File: config.mk
export PLATFORM = sky130hd
export DESIGN_NAME = pcie_tx_os_scheduler
export DESIGN_NICKNAME = d
export VERILOG_FILES = /design/src/rtl/pcie_phy_pkg.sv /design/src/rtl/pcie_skp_timer.sv /design/src/rtl/pcie_tx_os_scheduler.sv
export SDC_FILE = /design/constraint.sdc
export NUM_CORES = 1
export LEC_CHECK = 0
export ABC_AREA = 1
export CAP_MARGIN = 10
export CORE_MARGIN = 5
export CORE_UTILIZATION = 40
export CTS_CLUSTER_DIAMETER = 60
export CTS_CLUSTER_SIZE = 40
export DETAILED_ROUTE_END_ITERATION = 16
export PLACE_DENSITY_LB_ADDON = 0.2
export SYNTH_ARGS = -nofsm -noshare
export SYNTH_HDL_FRONTEND = slang
export SYNTH_SLANG_ARGS = --single-unit
File: constraint.sdc
create_clock -name clk_i -period 1.95 [get_ports clk_i]
set_input_delay 0.39 -clock clk_i [delete_from_list [all_inputs] [get_ports clk_i]]
set_output_delay 0.39 -clock clk_i [all_outputs]
set_load 0.01 [all_outputs]
File: src/rtl/pcie_phy_pkg.sv
// Shared PCIe PHY symbol constants and the TX ordered-set scheduler state encoding.
package pcie_phy_pkg;

    localparam logic [7:0] SYM_COM       = 8'hBC;
    localparam logic [7:0] SYM_SKP       = 8'h1C;
    localparam logic [7:0] SYM_PAD       = 8'hF7;
    localparam logic [7:0] SYM_TS1_ID    = 8'h4A;
    localparam logic [7:0] SYM_RATE_GEN1 = 8'h02;
    localparam logic [7:0] SYM_IDLE      = 8'h00;

    // Index of the final symbol of each ordered set (COM is index 0).
    localparam logic [3:0] SKP_LAST_IDX  = 4'd3;
    localparam logic [3:0] TS1_LAST_IDX  = 4'd15;

    typedef enum logic [1:0] {
        ST_IDLE = 2'd0,
        ST_DATA = 2'd1,
        ST_SKP  = 2'd2,
        ST_TS1  = 2'd3
    } os_state_e;

    function automatic logic sym_is_pad(input logic [7:0] sym);
        return (sym == SYM_PAD);
    endfunction

endpackage

File: src/rtl/pcie_skp_timer.sv
// Counts non-ordered-set symbols and raises skp_pending once every SKP_INTERVAL of them.
module pcie_skp_timer #(
    parameter int SKP_INTERVAL = 1180
) (
    input  logic clk_i,
    input  logic rst_i,
    input  logic count_en,
    input  logic os_start,
    output logic skp_pending
);

    localparam int            CW       = (SKP_INTERVAL > 1) ? $clog2(SKP_INTERVAL) : 1;
    localparam logic [CW-1:0] CNT_LAST = CW'(SKP_INTERVAL - 1);

    logic [CW-1:0] r_count;
    logic          r_pending;

    // An expiry while already pending only wraps the counter; the flag cannot stack a second SKP.
    always_ff @(posedge clk_i or negedge rst_i) begin
        if (!rst_i) begin
            r_count   <= '0;
            r_pending <= 1'b0;
        end else if (count_en) begin
            if (r_count == CNT_LAST) begin
                r_count   <= '0;
                r_pending <= 1'b1;
            end else begin
                r_count <= r_count + 1'b1;
            end
        end else if (os_start) begin
            r_pending <= 1'b0;
        end
    end

    assign skp_pending = r_pending;

endmodule

File: src/rtl/pcie_tx_os_scheduler.sv
// Merges the MAC byte stream with SKP and TS1 ordered sets into one registered symbol stream.
module pcie_tx_os_scheduler
    import pcie_phy_pkg::*;
#(
    parameter int         SKP_INTERVAL = 1180,
    parameter logic [7:0] N_FTS        = 8'd255
) (
    input  logic       clk_i,
    input  logic       rst_i,
    input  logic [7:0] data_i,
    input  logic       data_valid_i,
    input  logic       data_last_i,
    output logic       data_ready_o,
    input  logic       ts1_req_i,
    input  logic [7:0] ts_link_i,
    input  logic [7:0] ts_lane_i,
    output logic [7:0] symbol_o,
    output logic       symbol_k_o,
    output logic       symbol_valid_o,
    input  logic       symbol_ready_i,
    output logic       is_ordered_set_o,
    output logic       bypass_scrambler_o,
    output os_state_e  dbg_state_o
);

    // Handshake: a symbol transfers on a rising edge with symbol_valid_o && symbol_ready_i;
    // the output register reloads only when empty or being consumed (w_adv), and a MAC byte
    // transfers on a rising edge with data_valid_i && data_ready_o.
    os_state_e  r_state;
    os_state_e  w_state_nxt;
    logic [3:0] r_idx;
    logic [3:0] w_idx_nxt;
    logic [7:0] r_link;
    logic [7:0] r_lane;
    logic [7:0] w_link_nxt;
    logic [7:0] w_lane_nxt;

    logic [7:0] r_sym;
    logic       r_k;
    logic       r_valid;
    logic       r_os;
    logic       r_bypass;
    logic [7:0] w_sym;
    logic       w_k;
    logic       w_valid;
    logic       w_os;

    logic       w_adv;
    logic       w_accept;
    logic       w_count;
    logic       w_os_start;
    logic       w_count_en;
    logic       w_skp_start;
    logic       w_skp_pending;

    assign w_adv = !r_valid || symbol_ready_i;

    always_comb begin
        w_state_nxt = r_state;
        w_idx_nxt   = r_idx;
        w_link_nxt  = r_link;
        w_lane_nxt  = r_lane;
        w_sym       = SYM_IDLE;
        w_k         = 1'b0;
        w_os        = 1'b0;
        w_valid     = 1'b1;
        w_accept    = 1'b0;
        w_count     = 1'b0;
        w_os_start  = 1'b0;
        case (r_state)
            ST_IDLE: begin
                if (w_skp_pending) begin
                    w_sym       = SYM_COM;
                    w_k         = 1'b1;
                    w_os        = 1'b1;
                    w_os_start  = 1'b1;
                    w_idx_nxt   = 4'd1;
                    w_state_nxt = ST_SKP;
                end else if (ts1_req_i) begin
                    w_sym       = SYM_COM;
                    w_k         = 1'b1;
                    w_os        = 1'b1;
                    w_link_nxt  = ts_link_i;
                    w_lane_nxt  = ts_lane_i;
                    w_idx_nxt   = 4'd1;
                    w_state_nxt = ST_TS1;
                end else if (data_valid_i) begin
                    w_sym    = data_i;
                    w_accept = 1'b1;
                    w_count  = 1'b1;
                    if (!data_last_i) begin
                        w_state_nxt = ST_DATA;
                    end
                end else begin
                    w_count = 1'b1;
                end
            end
            ST_DATA: begin
                if (data_valid_i) begin
                    w_sym    = data_i;
                    w_accept = 1'b1;
                    w_count  = 1'b1;
                    if (data_last_i) begin
                        w_state_nxt = ST_IDLE;
                    end
                end else begin
                    w_valid = 1'b0;
                end
            end
            ST_SKP: begin
                w_sym     = SYM_SKP;
                w_k       = 1'b1;
                w_os      = 1'b1;
                w_idx_nxt = r_idx + 4'd1;
                if (r_idx == SKP_LAST_IDX) begin
                    w_idx_nxt   = 4'd0;
                    w_state_nxt = ST_IDLE;
                end
            end
            ST_TS1: begin
                w_os      = 1'b1;
                w_idx_nxt = r_idx + 4'd1;
                case (r_idx)
                    4'd1: begin
                        w_sym = r_link;
                        w_k   = sym_is_pad(r_link);
                    end
                    4'd2: begin
                        w_sym = r_lane;
                        w_k   = sym_is_pad(r_lane);
                    end
                    4'd3:    w_sym = N_FTS;
                    4'd4:    w_sym = SYM_RATE_GEN1;
                    4'd5:    w_sym = SYM_IDLE;
                    default: w_sym = SYM_TS1_ID;
                endcase
                // A started TS1 always runs to completion regardless of ts1_req_i.
                if (r_idx == TS1_LAST_IDX) begin
                    w_idx_nxt   = 4'd0;
                    w_state_nxt = ST_IDLE;
                end
            end
            default: begin
                w_valid     = 1'b0;
                w_state_nxt = ST_IDLE;
            end
        endcase
    end

    always_ff @(posedge clk_i or negedge rst_i) begin
        if (!rst_i) begin
            r_state  <= ST_IDLE;
            r_idx    <= 4'd0;
            r_link   <= 8'h00;
            r_lane   <= 8'h00;
            r_sym    <= 8'h00;
            r_k      <= 1'b0;
            r_valid  <= 1'b0;
            r_os     <= 1'b0;
            r_bypass <= 1'b0;
        end else if (w_adv) begin
            r_state  <= w_state_nxt;
            r_idx    <= w_idx_nxt;
            r_link   <= w_link_nxt;
            r_lane   <= w_lane_nxt;
            r_sym    <= w_sym;
            r_k      <= w_k;
            r_valid  <= w_valid;
            r_os     <= w_os;
            r_bypass <= w_os;
        end
    end

    assign w_count_en  = w_adv && w_count;
    assign w_skp_start = w_adv && w_os_start;

    pcie_skp_timer #(
        .SKP_INTERVAL(SKP_INTERVAL)
    ) u_skp_timer (
        .clk_i      (clk_i),
        .rst_i      (rst_i),
        .count_en   (w_count_en),
        .os_start   (w_skp_start),
        .skp_pending(w_skp_pending)
    );

    assign data_ready_o       = rst_i && w_adv && w_accept;
    assign symbol_o           = r_sym;
    assign symbol_k_o         = r_k;
    assign symbol_valid_o     = r_valid;
    assign is_ordered_set_o   = r_os;
    assign bypass_scrambler_o = r_bypass;
    assign dbg_state_o        = r_state;

endmodule

==> insert_results.sql, run 1 <==
INSERT INTO impl_metrics (metric_group, metric, value, unit) VALUES
('run_status', 'run_status', 'finished, final reports clean', ''),
('grt', 'first_global_vias', '2057', ''),
('drt', 'drt_drc_violations_left', '0', ''),
('timing', 'worst_hold_slack', '0.185', 'ns'),
('final_layout', 'insertedDiodeCount', '0', ''),
('clock_tree', 'cts_hold_repair.buffers', '0', ''),
('critical_path', 'cp-end-kind', 'output pin', ''),
('yosys', 'synth.cell_area', '2480', 'sq um'),
('clock_tree', 'cts.sinks', '45', ''),
('drt', 'routed_wire_length_per_instance', '13.5', 'microns'),
('clock_tree', 'register_clock_pin_slew_on_the_reported_worst_setup_and_hold_paths', '0.08', 'ns'),
('flow_run', 'max-cap-violations', '0', ''),
('timing', 'tightest_slew', '0.577', 'ns'),
('drt', 'drt_pass1_iterations', '4', ''),
('grt', 'grt_antenna_before_repair', '0', ''),
('pwr', 'power-per-cell-area', '1350', 'nW/um^2'),
('yosys', 'ys.warnings.count', '0', ''),
('critical_path', 'critPathArrivalTime', '1.40', 'ns'),
('yosys', 'synthArstFlopShare', '100', '%'),
('grt', 'grt_max_degree', '46', ''),
('timing', 'timing.final.crit_share', '91.6', '%'),
('critical_path', 'critPathSlowestCell', 'sky130_fd_sc_hd__clkdlybuf4s50_1', ''),
('clock_tree', 'clk_latency', '0.29', 'ns'),
('die', 'dieWidth', '88.7', 'microns'),
('critical_path', 'critical_path_peak_fanout', '4', ''),
('pwr', 'p_total', '4300', 'uW'),
('die', 'floorplan.core_area', '5960', 'sq um'),
('yosys', 'synth.area.top_cells', 'sky130_fd_sc_hd__dfrtp_1, sky130_fd_sc_hd__nand2_1, sky130_fd_sc_hd__mux2_2', ''),
('timing', 'final_period_minus_worst_setup_slack', '1.79', 'ns'),
('timing', 'final_setup_fails', '0', ''),
('pwr', 'pwr-share-comb', '47.9', '%'),
('grt', 'globalRoute.totalOverflow', '0', ''),
('grt', 'track_usage', '15.8', '%'),
('pwr', 'power.clock.fraction', '14.7', '%'),
('die', 'floorplan.initialDensity', '41.6', '%'),
('pwr', 'cellInternalPower', '2610', 'uW'),
('yosys', 'syn-instance-count', '292', ''),
('die', 'floorplan.die_area', '7860', 'sq um'),
('critical_path', 'crit_type', 'flip-flop to output pin', ''),
('yosys', 'synth.avg_cell_area', '8.48', 'sq um'),
('yosys', 'synth-main-ff-cell', 'sky130_fd_sc_hd__dfrtp_1', ''),
('drt', 'dr_iter_0_viols', '146', ''),
('yosys', 'yosys_register_bits', '45', ''),
('clock_tree', 'clockBufferDepth', '2', ''),
('die', 'io_pins', '45', ''),
('place', 'gp_congestion', '0.841', ''),
('timing', 'max_freq', '0.560', 'GHz'),
('final_layout', 'nNetsFinal', '390', ''),
('worst_hold_path', 'worstHoldPathType', 'primary input to asynchronous set/reset pin', ''),
('final_layout', 'layout-drive-gt1-share', '15.7', '%'),
('timing', 'tns', '0', 'ns'),
('final_layout', 'syn2layout_area_growth', '28.9', '%'),
('final_layout', 'final-instance-count-excl-fill', '431', ''),
('timing', 'grt_setup_unrepaired', 'no', ''),
('timing', 'clock-skew-final', '0.00531', 'ns'),
('critical_path', 'critical_path_required', '1.56', 'ns'),
('critical_path', 'critical_path.cell_chain', 'buf_4 > clkdlybuf4s50_1', ''),
('drt', 'ant_nets', '0', ''),
('die', 'floorplan.die.height', '88.7', 'microns'),
('timing', 'slew_violations', '0', ''),
('yosys', 'synth.lib_cells_used.distinct', '39', ''),
('die', 'placement_rows', '28', ''),
('timing', 'timing.final.hold_violations', '0', ''),
('yosys', 'synth_area_leader_cell', 'sky130_fd_sc_hd__dfrtp_1', ''),
('yosys', 'syn-num-nets', '327', ''),
('pwr', 'swShare', '39.3', '%'),
('drt', 'finalWirelength', '5800', 'microns'),
('clock_tree', 'ctsHtreeMaxLevel', '2', ''),
('place', 'placement.io_buffers', '44', ''),
('place', 'dp.cells', '422', ''),
('yosys', 'yosysSeqAreaShare', '45.5', '%');
[cell usage after synthesis, types with 2 or more instances]
master	number
sky130_fd_sc_hd__ha_1	5
sky130_fd_sc_hd__nand3_1	27
sky130_fd_sc_hd__mux2_1	2
sky130_fd_sc_hd__o21ai_0	13
sky130_fd_sc_hd__mux2_2	13
sky130_fd_sc_hd__xor2_1	5
sky130_fd_sc_hd__nor2_1	27
sky130_fd_sc_hd__dfrtp_1	45
sky130_fd_sc_hd__nand2_2	2
sky130_fd_sc_hd__nand4_1	3
sky130_fd_sc_hd__a21oi_1	17
sky130_fd_sc_hd__nand3_2	2
sky130_fd_sc_hd__a31oi_1	4
sky130_fd_sc_hd__inv_1	24
sky130_fd_sc_hd__nand2_1	71
sky130_fd_sc_hd__nor2_4	2
sky130_fd_sc_hd__buf_4	2
sky130_fd_sc_hd__nor2_2	2
sky130_fd_sc_hd__o21ai_1	2
sky130_fd_sc_hd__and3_1	3
sky130_fd_sc_hd__buf_6	2
sky130_fd_sc_hd__nor3_1	2
[final cells by class]
| class | count | area, sq um |
|---|---|---|
| Inverter | 26 | 97.6 |
| Multi-Input combinational cell | 214 | 1200 |
| Timing Repair Buffer | 63 | 573 |
| Fill cell | 589 | 2760 |
| Sequential cell | 45 | 1130 |
| Clock inverter | 1 | 5.00 |
| Tap cell | 75 | 93.8 |
| Clock buffer | 7 | 96.3 |
[cells by family (layout without fill, tap and decap cells)]
logic type / after synthesis / after routing / synth area share, %
adders and majority gates: 5 / 5 / 2.53
DFF: 45 / 45 / 45.5
AOI/OAI and AO/OA: 42 / 42 / 9.65
and+or+nand+nor: 146 / 146 / 27.3
muxes: 15 / 15 / 6.82
buffers and inverters: 33 / 97 / 6.11
xor gates and xnor gates: 6 / 6 / 2.12
[through the flow]
stage / cell area [sq um] / setup slack [ns] / utilization (%)
floorplan: 2480 / 0.418 / -
global placement: 3090 / -0.150 / 51.8
detailed placement: 3090 / -0.220 / 51.8
CTS: 3190 / 0.0427 / 53.5
global route: 3190 / 0.0560 / 53.6
finish: 3190 / 0.165 / 53.6
[worst max-delay path: cells and delay by family (launching register included)]
family	cells	cell delay (ns)
buf+inv	2	0.69
flops	1	0.41
[metal layers]
layer	track usage (%)	part of all wire [%]	vias up
met5	0	0	-
met4	3.71	0.85	0
met3	3.63	5.3	5
met2	23.5	43	45
met1	23.4	51	937
li1	-	-	1096
[sequential cells by signal (all words and copies together) (netlist names)]
| name | cells |
|---|---|
| symbol_k_o | 1 |
| symbol_valid_o | 1 |
| u_skp_timer.r_count | 11 |
| symbol_o | 8 |
| bypass_scrambler_o | 1 |
| r_link | 8 |
| u_skp_timer.skp_pending | 1 |
| r_lane | 8 |
| dbg_state_o | 2 |
| r_idx | 4 |
[worst paths after layout]
| path | startpoint | endpoint | slack (ns) | cells after the start |
|---|---|---|---|---|
| worst max-delay path | dbg_state_o[0]$_DFFE_PN0P_ | dbg_state_o[0] | 0.16 | 2 |
| worst min-delay path | rst_i | u_skp_timer.r_count[1]$_DFFE_PN0P_ | 0.18 | 2 |
| worst max register to register | dbg_state_o[1]$_DFFE_PN0P_ | r_lane[6]$_DFFE_PN0P_ | 0.24 | 5 |
| worst min register to register | r_lane[6]$_DFFE_PN0P_ | r_lane[6]$_DFFE_PN0P_ | 0.50 | 1 |
| max in group asynchronous | rst_i | symbol_k_o$_DFFE_PN0N_ | 1.35 | 2 |
| min in group clk_i | r_lane[6]$_DFFE_PN0P_ | r_lane[6]$_DFFE_PN0P_ | 0.50 | 1 |
[what timing repair did]
action / 4_1_cts / 5_1_grt
buffers inserted: 0 / 1
resized for setup: 2 / 2
pin swaps: 0 / 0
endpoints found under the setup margin: 1 / 1
[power groups by stage]
stage,sequential (uW),combinational [uW],clock [uW]
2_1_floorplan,1620,1280,0
3_3_place_gp,1630,2020,0
3_5_place_dp,1640,2050,0
4_1_cts,1620,2060,658
5_1_grt,1660,2320,693
6_report,1610,2060,631
(Power assumes the default switching activity.)
==> run 2: changes to the inputs <==
- ABC_AREA: 1 -> default
- CORE_UTILIZATION: 40 -> 51
==> run 2 against run 1 <==
Against the previous run: register-to-register slack worse by 0.15 ns; critical path type is now primary input to flip-flop; via count is 4.3% lower; worst hold slack worse by 0.0017 ns; global-route usage is 3.0 points higher; sequential power is 4% higher.
==> insert_results.sql, run 2 <==
INSERT INTO impl_metrics (metric_group, metric, value, unit) VALUES
('die', 'floorplan.die_area', '6010', 'sq um'),
('pwr', 'max-vdd-ir-drop', '685', 'uV'),
('final_layout', 'final_common_cell', 'sky130_fd_sc_hd__dfrtp_1', ''),
('clock_tree', 'clk_latency', '0.29', 'ns'),
('place', 'placement.io_buffers', '44', ''),
('yosys', 'synth.area.top_cells', 'sky130_fd_sc_hd__dfrtp_1, sky130_fd_sc_hd__mux2_1, sky130_fd_sc_hd__a21oi_1', ''),
('yosys', 'synthArstFlopShare', '100', '%'),
('final_layout', 'num-fill-cells', '328', ''),
('timing', 'slew_violations', '0', ''),
('yosys', 'synth.lib_cells_used.distinct', '45', ''),
('grt', 'grt_max_degree', '46', ''),
('grt', 'track_usage', '18.8', '%'),
('timing', 'clock-skew-final', '0.00420', 'ns'),
('critical_path', 'reg2reg_setup_slack', '0.09', 'ns'),
('die', 'placement_rows', '24', ''),
('drt', 'drt_pass1_iterations', '4', ''),
('final_layout', 'insertedDiodeCount', '0', ''),
('drt', 'ant_nets', '0', ''),
('timing', 'final_period_minus_worst_setup_slack', '1.90', 'ns'),
('critical_path', 'critPathSlowestCell', 'sky130_fd_sc_hd__clkdlybuf4s50_1', ''),
('place', 'place_hpwl', '4010', 'microns'),
('die', 'floorplan.initialDensity', '53.1', '%'),
('place', 'gp_congestion', '0.829', ''),
('critical_path', 'critical_path_peak_fanout', '3', ''),
('yosys', 'synth_area_leader_cell', 'sky130_fd_sc_hd__dfrtp_1', ''),
('clock_tree', 'tritoncts', 'yes', ''),
('yosys', 'ys.warnings.count', '0', ''),
('flow_run', 'max-cap-violations', '0', ''),
('critical_path', 'cp-end-kind', 'flip-flop', ''),
('timing', 'timing.final.crit_share', '97.2', '%'),
('drt', 'dr_iter_0_viols', '279', ''),
('timing', 'tightest_slew', '0.563', 'ns'),
('critical_path', 'critical_path.top_delay_family', 'simple AND/OR/NAND/NOR gates', ''),
('timing', 'timing.final.hold_violations', '0', ''),
('run_status', 'run_status', 'finished, final reports clean', ''),
('die', 'floorplan.die.height', '77.5', 'microns'),
('final_layout', 'layout.area.seq', '1130', 'sq um'),
('grt', 'first_global_vias', '1852', ''),
('timing', 'final_setup_fails', '0', ''),
('yosys', 'synth_enable_flop_cells', '0', ''),
('final_layout', 'largest_register_ff_count', '11', ''),
('timing', 'worst_slew_margin_rel', '62.5', '%'),
('critical_path', 'crit_type', 'primary input to flip-flop', ''),
('die', 'dieWidth', '77.5', 'microns'),
('grt', 'globalRoute.totalOverflow', '0', ''),
('drt', 'drt_drc_violations_left', '0', ''),
('clock_tree', 'clockBufferDepth', '2', ''),
('critical_path', 'type_of_element_launching_the_critical_path', 'primary input', ''),
('yosys', 'synthDominantCellAreaShare', '48.4', '%'),
('timing', 'tns', '0', 'ns'),
('yosys', 'syn-num-nets', '264', ''),
('pwr', 'total_leakage_power', '0.00128', 'uW'),
('critical_path', 'critical_path_required', '2.14', 'ns'),
('yosys', 'yosys_register_bits', '45', ''),
('clock_tree', 'ctsHtreeMaxLevel', '2', ''),
('drt', 'routed_wire_length_per_instance', '16.1', 'microns'),
('final_layout', 'final-instance-count-excl-fill', '341', ''),
('clock_tree', 'register_clock_pin_slew_on_the_reported_worst_setup_and_hold_paths', '0.09', 'ns'),
('final_layout', 'syn2layout_area_growth', '33.5', '%'),
('place', 'dp.cells', '331', ''),
('grt', 'grt_antenna_before_repair', '0', ''),
('clock_tree', 'cts.sinks', '45', ''),
('final_layout', 'layout-drive-gt1-share', '17.0', '%'),
('clock_tree', 'clk_root_buffer_cell', 'sky130_fd_sc_hd__clkbuf_8', ''),
('final_layout', 'multi_input_area', '1140', 'sq um'),
('drt', 'finalWirelength', '5480', 'microns'),
('yosys', 'syn-instance-count', '229', ''),
('final_layout', 'layout.cells.most_common_list', 'sky130_fd_sc_hd__dfrtp_1, sky130_fd_sc_hd__clkdlybuf4s50_1, sky130_fd_sc_hd__buf_4', ''),
('worst_hold_path', 'worstHoldPathType', 'primary input to asynchronous set/reset pin', ''),
('pwr', 'power-per-cell-area', '1360', 'nW/um^2'),
('critical_path', 'timing.critical_path.buf_inv', '2', ''),
('timing', 'max_freq', '0.528', 'GHz'),
('final_layout', 'regMostFlops', 'u_skp_timer.r_count', ''),
('yosys', 'yosysSeqAreaShare', '48.4', '%'),
('yosys', 'synth.avg_cell_area', '10.2', 'sq um'),
('critical_path', 'critical_path.max_stage_delay', '0.43', 'ns'),
('clock_tree', 'cts_hold_repair.buffers', '0', ''),
('yosys', 'synth-main-ff-cell', 'sky130_fd_sc_hd__dfrtp_1', ''),
('drt', 'route.vias.total', '1993', ''),
('yosys', 'synth_most_common_cell', 'sky130_fd_sc_hd__dfrtp_1', ''),
('critical_path', 'critical_path.cell_chain', 'clkdlybuf4s50_1 > buf_4 > or3_4 > a211o_1 > nor2_4 > nand3_1 > xnor2_1', ''),
('yosys', 'synth.cell_area', '2330', 'sq um'),
('die', 'io_pins', '45', ''),
('clock_tree', 'cts_buffers', '5', ''),
('critical_path', 'critPathArrivalTime', '2.08', 'ns'),
('final_layout', 'nNetsFinal', '323', ''),
('grt', 'grt_first_pass_wirelength', '9230', 'microns'),
('die', 'floorplan.core_area', '4380', 'sq um'),
('drt', 'avg_vias_per_cell', '5.84', ''),
('yosys', 'synthTopCellsByCount', 'sky130_fd_sc_hd__dfrtp_1, sky130_fd_sc_hd__nor2_1, sky130_fd_sc_hd__a21oi_1, sky130_fd_sc_hd__nand2_1', '');
## run 2: final timing paths
path / start / endpoint / depth (start not counted)
min: rst_i / symbol_o[6]$_DFFE_PN0N_ / 2
max: ts1_req_i / u_skp_timer.r_count[5]$_DFFE_PN0P_ / 7
max reg2reg: u_skp_timer.r_count[5]$_DFFE_PN0P_ / u_skp_timer.r_count[3]$_DFFE_PN0P_ / 6
min in group clk_i: symbol_o[0]$_DFFE_PN0N_ / symbol_o[0]$_DFFE_PN0N_ / 2
max in group asynchronous: rst_i / r_lane[1]$_DFFE_PN0P_ / 2
min reg2reg: symbol_o[0]$_DFFE_PN0N_ / symbol_o[0]$_DFFE_PN0N_ / 2
## run 2: power by group
| part | switching, uW | internal [uW] |
|---|---|---|
| sequential | 368 | 1300 |
| clock | 318 | 509 |
| combinational | 839 | 884 |
## run 2: metrics by stage
stage | setup WS [ns] | power (uW) | util (%) | instance area (sq um) | hold slack (ns)
floorplan | 0.138 | 2650 | - | 2330 | 0.0944
global placement | -0.304 | 3300 | 66.8 | 2930 | 0.463
detailed placement | -0.322 | 3350 | 66.8 | 2930 | 0.472
CTS | 0.00256 | 4190 | 69.9 | 3070 | 0.213
global route | -0.00558 | 4520 | 70.8 | 3100 | 0.238
finish | 0.0548 | 4220 | 70.8 | 3100 | 0.183
## run 2: cell families after synthesis
kind of cell             count (synthesis)  synth area share [%]
AO/OA/AOI/OAI                           66                  19.0
XOR/XNOR                                 4                  1.51
adder cells (fa/ha/maj)                  5                  2.69
buffers and inverters                   19                  3.66
flip-flops                              45                  48.4
multiplexers                            17                  8.23
AND/OR/NAND/NOR                         73                  16.5
## run 2: area by class of cell
cell class | count | share of cell area (%)
inverter | 4 | 0.484
multi-input combinational | 165 | 36.9
timing repair buffer | 67 | 20.0
clock inverter | 3 | 2.10
tap | 52 | 2.10
clock buffer | 5 | 2.22
sequential | 45 | 36.3
## run 2: layer usage
metal  track usage (%)  vias to the layer above  share of wire, %
met1              28.2                      937                47
li1                  -                      965                 -
met3              4.51                        5               7.7
met4              5.15                        0               1.2
met2              27.3                       86                45
met5                 0                        -                 0
## run 2: what timing repair did
item                                    4_1_cts  5_1_grt
endpoints found under the setup margin        1        8
resized for setup                             4        8
setup buffers                                 0        2
pin swaps                                     0        1
==> run 3: changes to the inputs <==
- CORE_MARGIN: 5 -> default
==> run 3 against run 2 <==
Against the previous run: core utilization shrank 0.66 points; critical path depth unchanged; clock power is 27% lower; setup slack improved by 0.0051 ns; global-route usage up 5.1 points; flip-flop and latch count did not move; cell area decreased by 1.6%; fmax is 0.27% higher; cell count shrank 0.59%; count of clock-buffer cells in the layout stayed put; total power fell by 4.8%; worst hold slack got worse by 0.0063 ns.
==> insert_results.sql, run 3 (synthesis results as in run 2) <==
INSERT INTO impl_metrics (metric_group, metric, value, unit) VALUES
('final_layout', 'layout-drive-gt1-share', '16.0', '%'),
('final_layout', 'final-instance-count-excl-fill', '339', ''),
('drt', 'drt_drc_violations_left', '0', ''),
('drt', 'avg_vias_per_cell', '5.89', ''),
('timing', 'max_freq', '0.529', 'GHz'),
('place', 'placement.io_buffers', '44', ''),
('pwr', 'pwr-share-comb', '43.4', '%'),
('clock_tree', 'register_clock_pin_slew_on_the_reported_worst_setup_and_hold_paths', '0.09', 'ns'),
('timing', 'tightest_slew', '0.566', 'ns'),
('die', 'floorplan.die_area', '4840', 'sq um'),
('drt', 'ant_nets', '0', ''),
('final_layout', 'fin_util', '70.1', '%'),
('place', 'dp.cells', '330', ''),
('critical_path', 'crit_type', 'primary input to flip-flop', ''),
('run_status', 'run_status', 'finished, final reports clean', ''),
('die', 'dieWidth', '69.5', 'microns'),
('timing', 'slew_violations', '0', ''),
('clock_tree', 'cts.sinks', '45', ''),
('pwr', 'net-switching-power', '1560', 'uW'),
('final_layout', 'final_common_cell', 'sky130_fd_sc_hd__dfrtp_1', ''),
('grt', 'track_usage', '23.9', '%'),
('critical_path', 'critical_path_required', '2.16', 'ns'),
('critical_path', 'critical_path.cell_chain', 'clkdlybuf4s50_1 > buf_4 > or3_4 > a211o_4 > nor2_4 > nor2_1 > a31oi_1', ''),
('critical_path', 'worstSetupStartpoint', 'ts1_req_i', ''),
('timing', 'final_period_minus_worst_setup_slack', '1.89', 'ns'),
('pwr', 'total_leakage_power', '0.00125', 'uW'),
('clock_tree', 'clk_root_buffer_cell', 'sky130_fd_sc_hd__clkbuf_8', ''),
('drt', 'routed_wire_length_per_instance', '15.6', 'microns'),
('critical_path', 'reg2reg_setup_slack', '0.09', 'ns'),
('worst_hold_path', 'worstHoldPathType', 'primary input to asynchronous set/reset pin', ''),
('timing', 'worst_slew_margin_rel', '62.3', '%'),
('timing', 'grt_setup_unrepaired', 'no', ''),
('place', 'gp_congestion', '0.836', ''),
('clock_tree', 'tritoncts', 'yes', ''),
('grt', 'grt_first_pass_wirelength', '9160', 'microns'),
('die', 'floorplan.core_area', '4350', 'sq um'),
('final_layout', 'syn2layout_area_growth', '31.3', '%'),
('critical_path', 'critical_path.max_stage_delay', '0.42', 'ns'),
('clock_tree', 'cts_buffers', '5', ''),
('pwr', 'cellInternalPower', '2460', 'uW'),
('final_layout', 'nNetsFinal', '321', ''),
('clock_tree', 'clockBufferDepth', '2', ''),
('drt', 'route.vias.total', '1997', ''),
('place', 'dp_worst_setup_slack', '-0.377', 'ns'),
('critical_path', 'crit-reg2reg-capture', 'u_skp_timer.r_count[2]$_DFFE_PN0P_', ''),
('final_layout', 'regMostFlops', 'u_skp_timer.r_count', ''),
('timing', 'clock-skew-final', '0.00417', 'ns'),
('die', 'placement_rows', '24', ''),
('final_layout', 'layout.cells.most_common_list', 'sky130_fd_sc_hd__dfrtp_1, sky130_fd_sc_hd__clkdlybuf4s50_1, sky130_fd_sc_hd__nor2_1, sky130_fd_sc_hd__a21oi_1, sky130_fd_sc_hd__buf_4', ''),
('final_layout', 'num-fill-cells', '337', ''),
('critical_path', 'critPathSlowestCell', 'sky130_fd_sc_hd__clkdlybuf4s50_1', ''),
('place', 'postPlaceCellArea', '2920', 'sq um'),
('critical_path', 'type_of_element_launching_the_critical_path', 'primary input', ''),
('pwr', 'power.clock.fraction', '15.0', '%'),
('pwr', 'portion_of_total_power_attributed_to_sequential_cells', '41.6', '%'),
('clock_tree', 'ctsHtreeMaxLevel', '2', ''),
('drt', 'drt_pass1_iterations', '4', ''),
('grt', 'grt_antenna_before_repair', '0', ''),
('pwr', 'max-vdd-ir-drop', '631', 'uV'),
('drt', 'finalWirelength', '5300', 'microns'),
('grt', 'first_global_vias', '1920', ''),
('final_layout', 'design_area', '3050', 'sq um'),
('final_layout', 'insertedDiodeCount', '0', ''),
('critical_path', 'rr_worst_depth', '5', ''),
('timing', 'timing.final.crit_share', '96.9', '%'),
('timing', 'worst_hold_slack', '0.177', 'ns'),
('final_layout', 'largest_register_ff_count', '11', ''),
('pwr', 'swShare', '38.8', '%'),
('timing', 'fin_ws', '0.0599', 'ns'),
('pwr', 'power-per-cell-area', '1310', 'nW/um^2'),
('die', 'floorplan.die.height', '69.5', 'microns'),
('flow_run', 'max-cap-violations', '0', ''),
('grt', 'grt_max_degree', '46', ''),
('die', 'floorplan.initialDensity', '53.4', '%'),
('grt', 'globalRoute.totalOverflow', '0', ''),
('critical_path', 'cp-end-kind', 'flip-flop', ''),
('critical_path', 'worstReg2RegStart', 'u_skp_timer.r_count[5]$_DFFE_PN0P_', ''),
('critical_path', 'crit_path_end', 'u_skp_timer.r_count[3]$_DFFE_PN0P_', ''),
('drt', 'dr_iter_0_viols', '223', ''),
('die', 'io_pins', '45', ''),
('place', 'place_hpwl', '3780', 'microns'),
('critical_path', 'critPathArrivalTime', '2.10', 'ns'),
('clock_tree', 'clk_latency', '0.30', 'ns'),
('timing', 'final_setup_fails', '0', ''),
('critical_path', 'critical_path_peak_fanout', '3', ''),
('timing', 'timing.final.hold_violations', '0', '');
[run 3: per-stage QoR]
stage	TNS [ns]	total power (uW)
5_1_grt	0	4330
6_report	0	4010
4_1_cts	0	3990
3_5_place_dp	-2.41	3350
3_3_place_gp	-2.21	3280
2_1_floorplan	0	2650
[run 3: what timing repair did]
action	CTS	global route
pin swaps	0	0
hold buffers	0	0
setup buffers	0	1
endpoints found under the setup margin	1	7
gates resized for setup	8	6
[run 3: metal layers]
layer	global-route usage (%)	vias to the layer above	wire length, microns
met5	0	-	0
met4	8.16	0	108
met3	6.25	12	348
met2	36.0	80	2440
met1	33.6	944	2400
li1	-	961	-
[run 3: cell type report]
| class | instances | area, sq um | area share (%) |
|---|---|---|---|
| flip-flops and latches | 45 | 1130 | 36.9 |
| clock buffers | 5 | 68.8 | 2.25 |
| multi-input cells | 165 | 1150 | 37.5 |
| inverters | 4 | 15.0 | 0.492 |
| clock inverters | 3 | 25.0 | 0.819 |
| well taps | 52 | 65.1 | 2.13 |
| repair buffers | 65 | 608 | 19.9 |
[run 3: critical path: cells and delay by family]
family / cells / cell delay, ns
buffers and inverters: 2 / 0.56
and+or+nand+nor: 3 / 0.54
AOI/OAI and AO/OA: 2 / 0.59
[run 3: how the worst min path moves through the flow]
| stage | startpoint | endpoint | cells past startpoint |
|---|---|---|---|
| 2_1_floorplan | rst_i | bypass_scrambler_o$_DFFE_PN0N_ | 0 |
| 3_3_place_gp | symbol_o[0]$_DFFE_PN0N_ | symbol_o[0]$_DFFE_PN0N_ | 2 |
| 3_5_place_dp | symbol_o[0]$_DFFE_PN0N_ | symbol_o[0]$_DFFE_PN0N_ | 2 |
| 4_1_cts | rst_i | symbol_o[3]$_DFFE_PN0N_ | 2 |
| 5_1_grt | rst_i | r_lane[6]$_DFFE_PN0P_ | 2 |
| 6_report | rst_i | symbol_o[6]$_DFFE_PN0N_ | 2 |
[run 3: power groups by stage]
stage / Clock [uW] / Combinational, uW / Sequential (uW)
2_1_floorplan: 0 / 1060 / 1590
5_1_grt: 670 / 1930 / 1730
3_5_place_dp: 0 / 1670 / 1680
4_1_cts: 626 / 1700 / 1670
3_3_place_gp: 0 / 1620 / 1660
6_report: 604 / 1740 / 1670
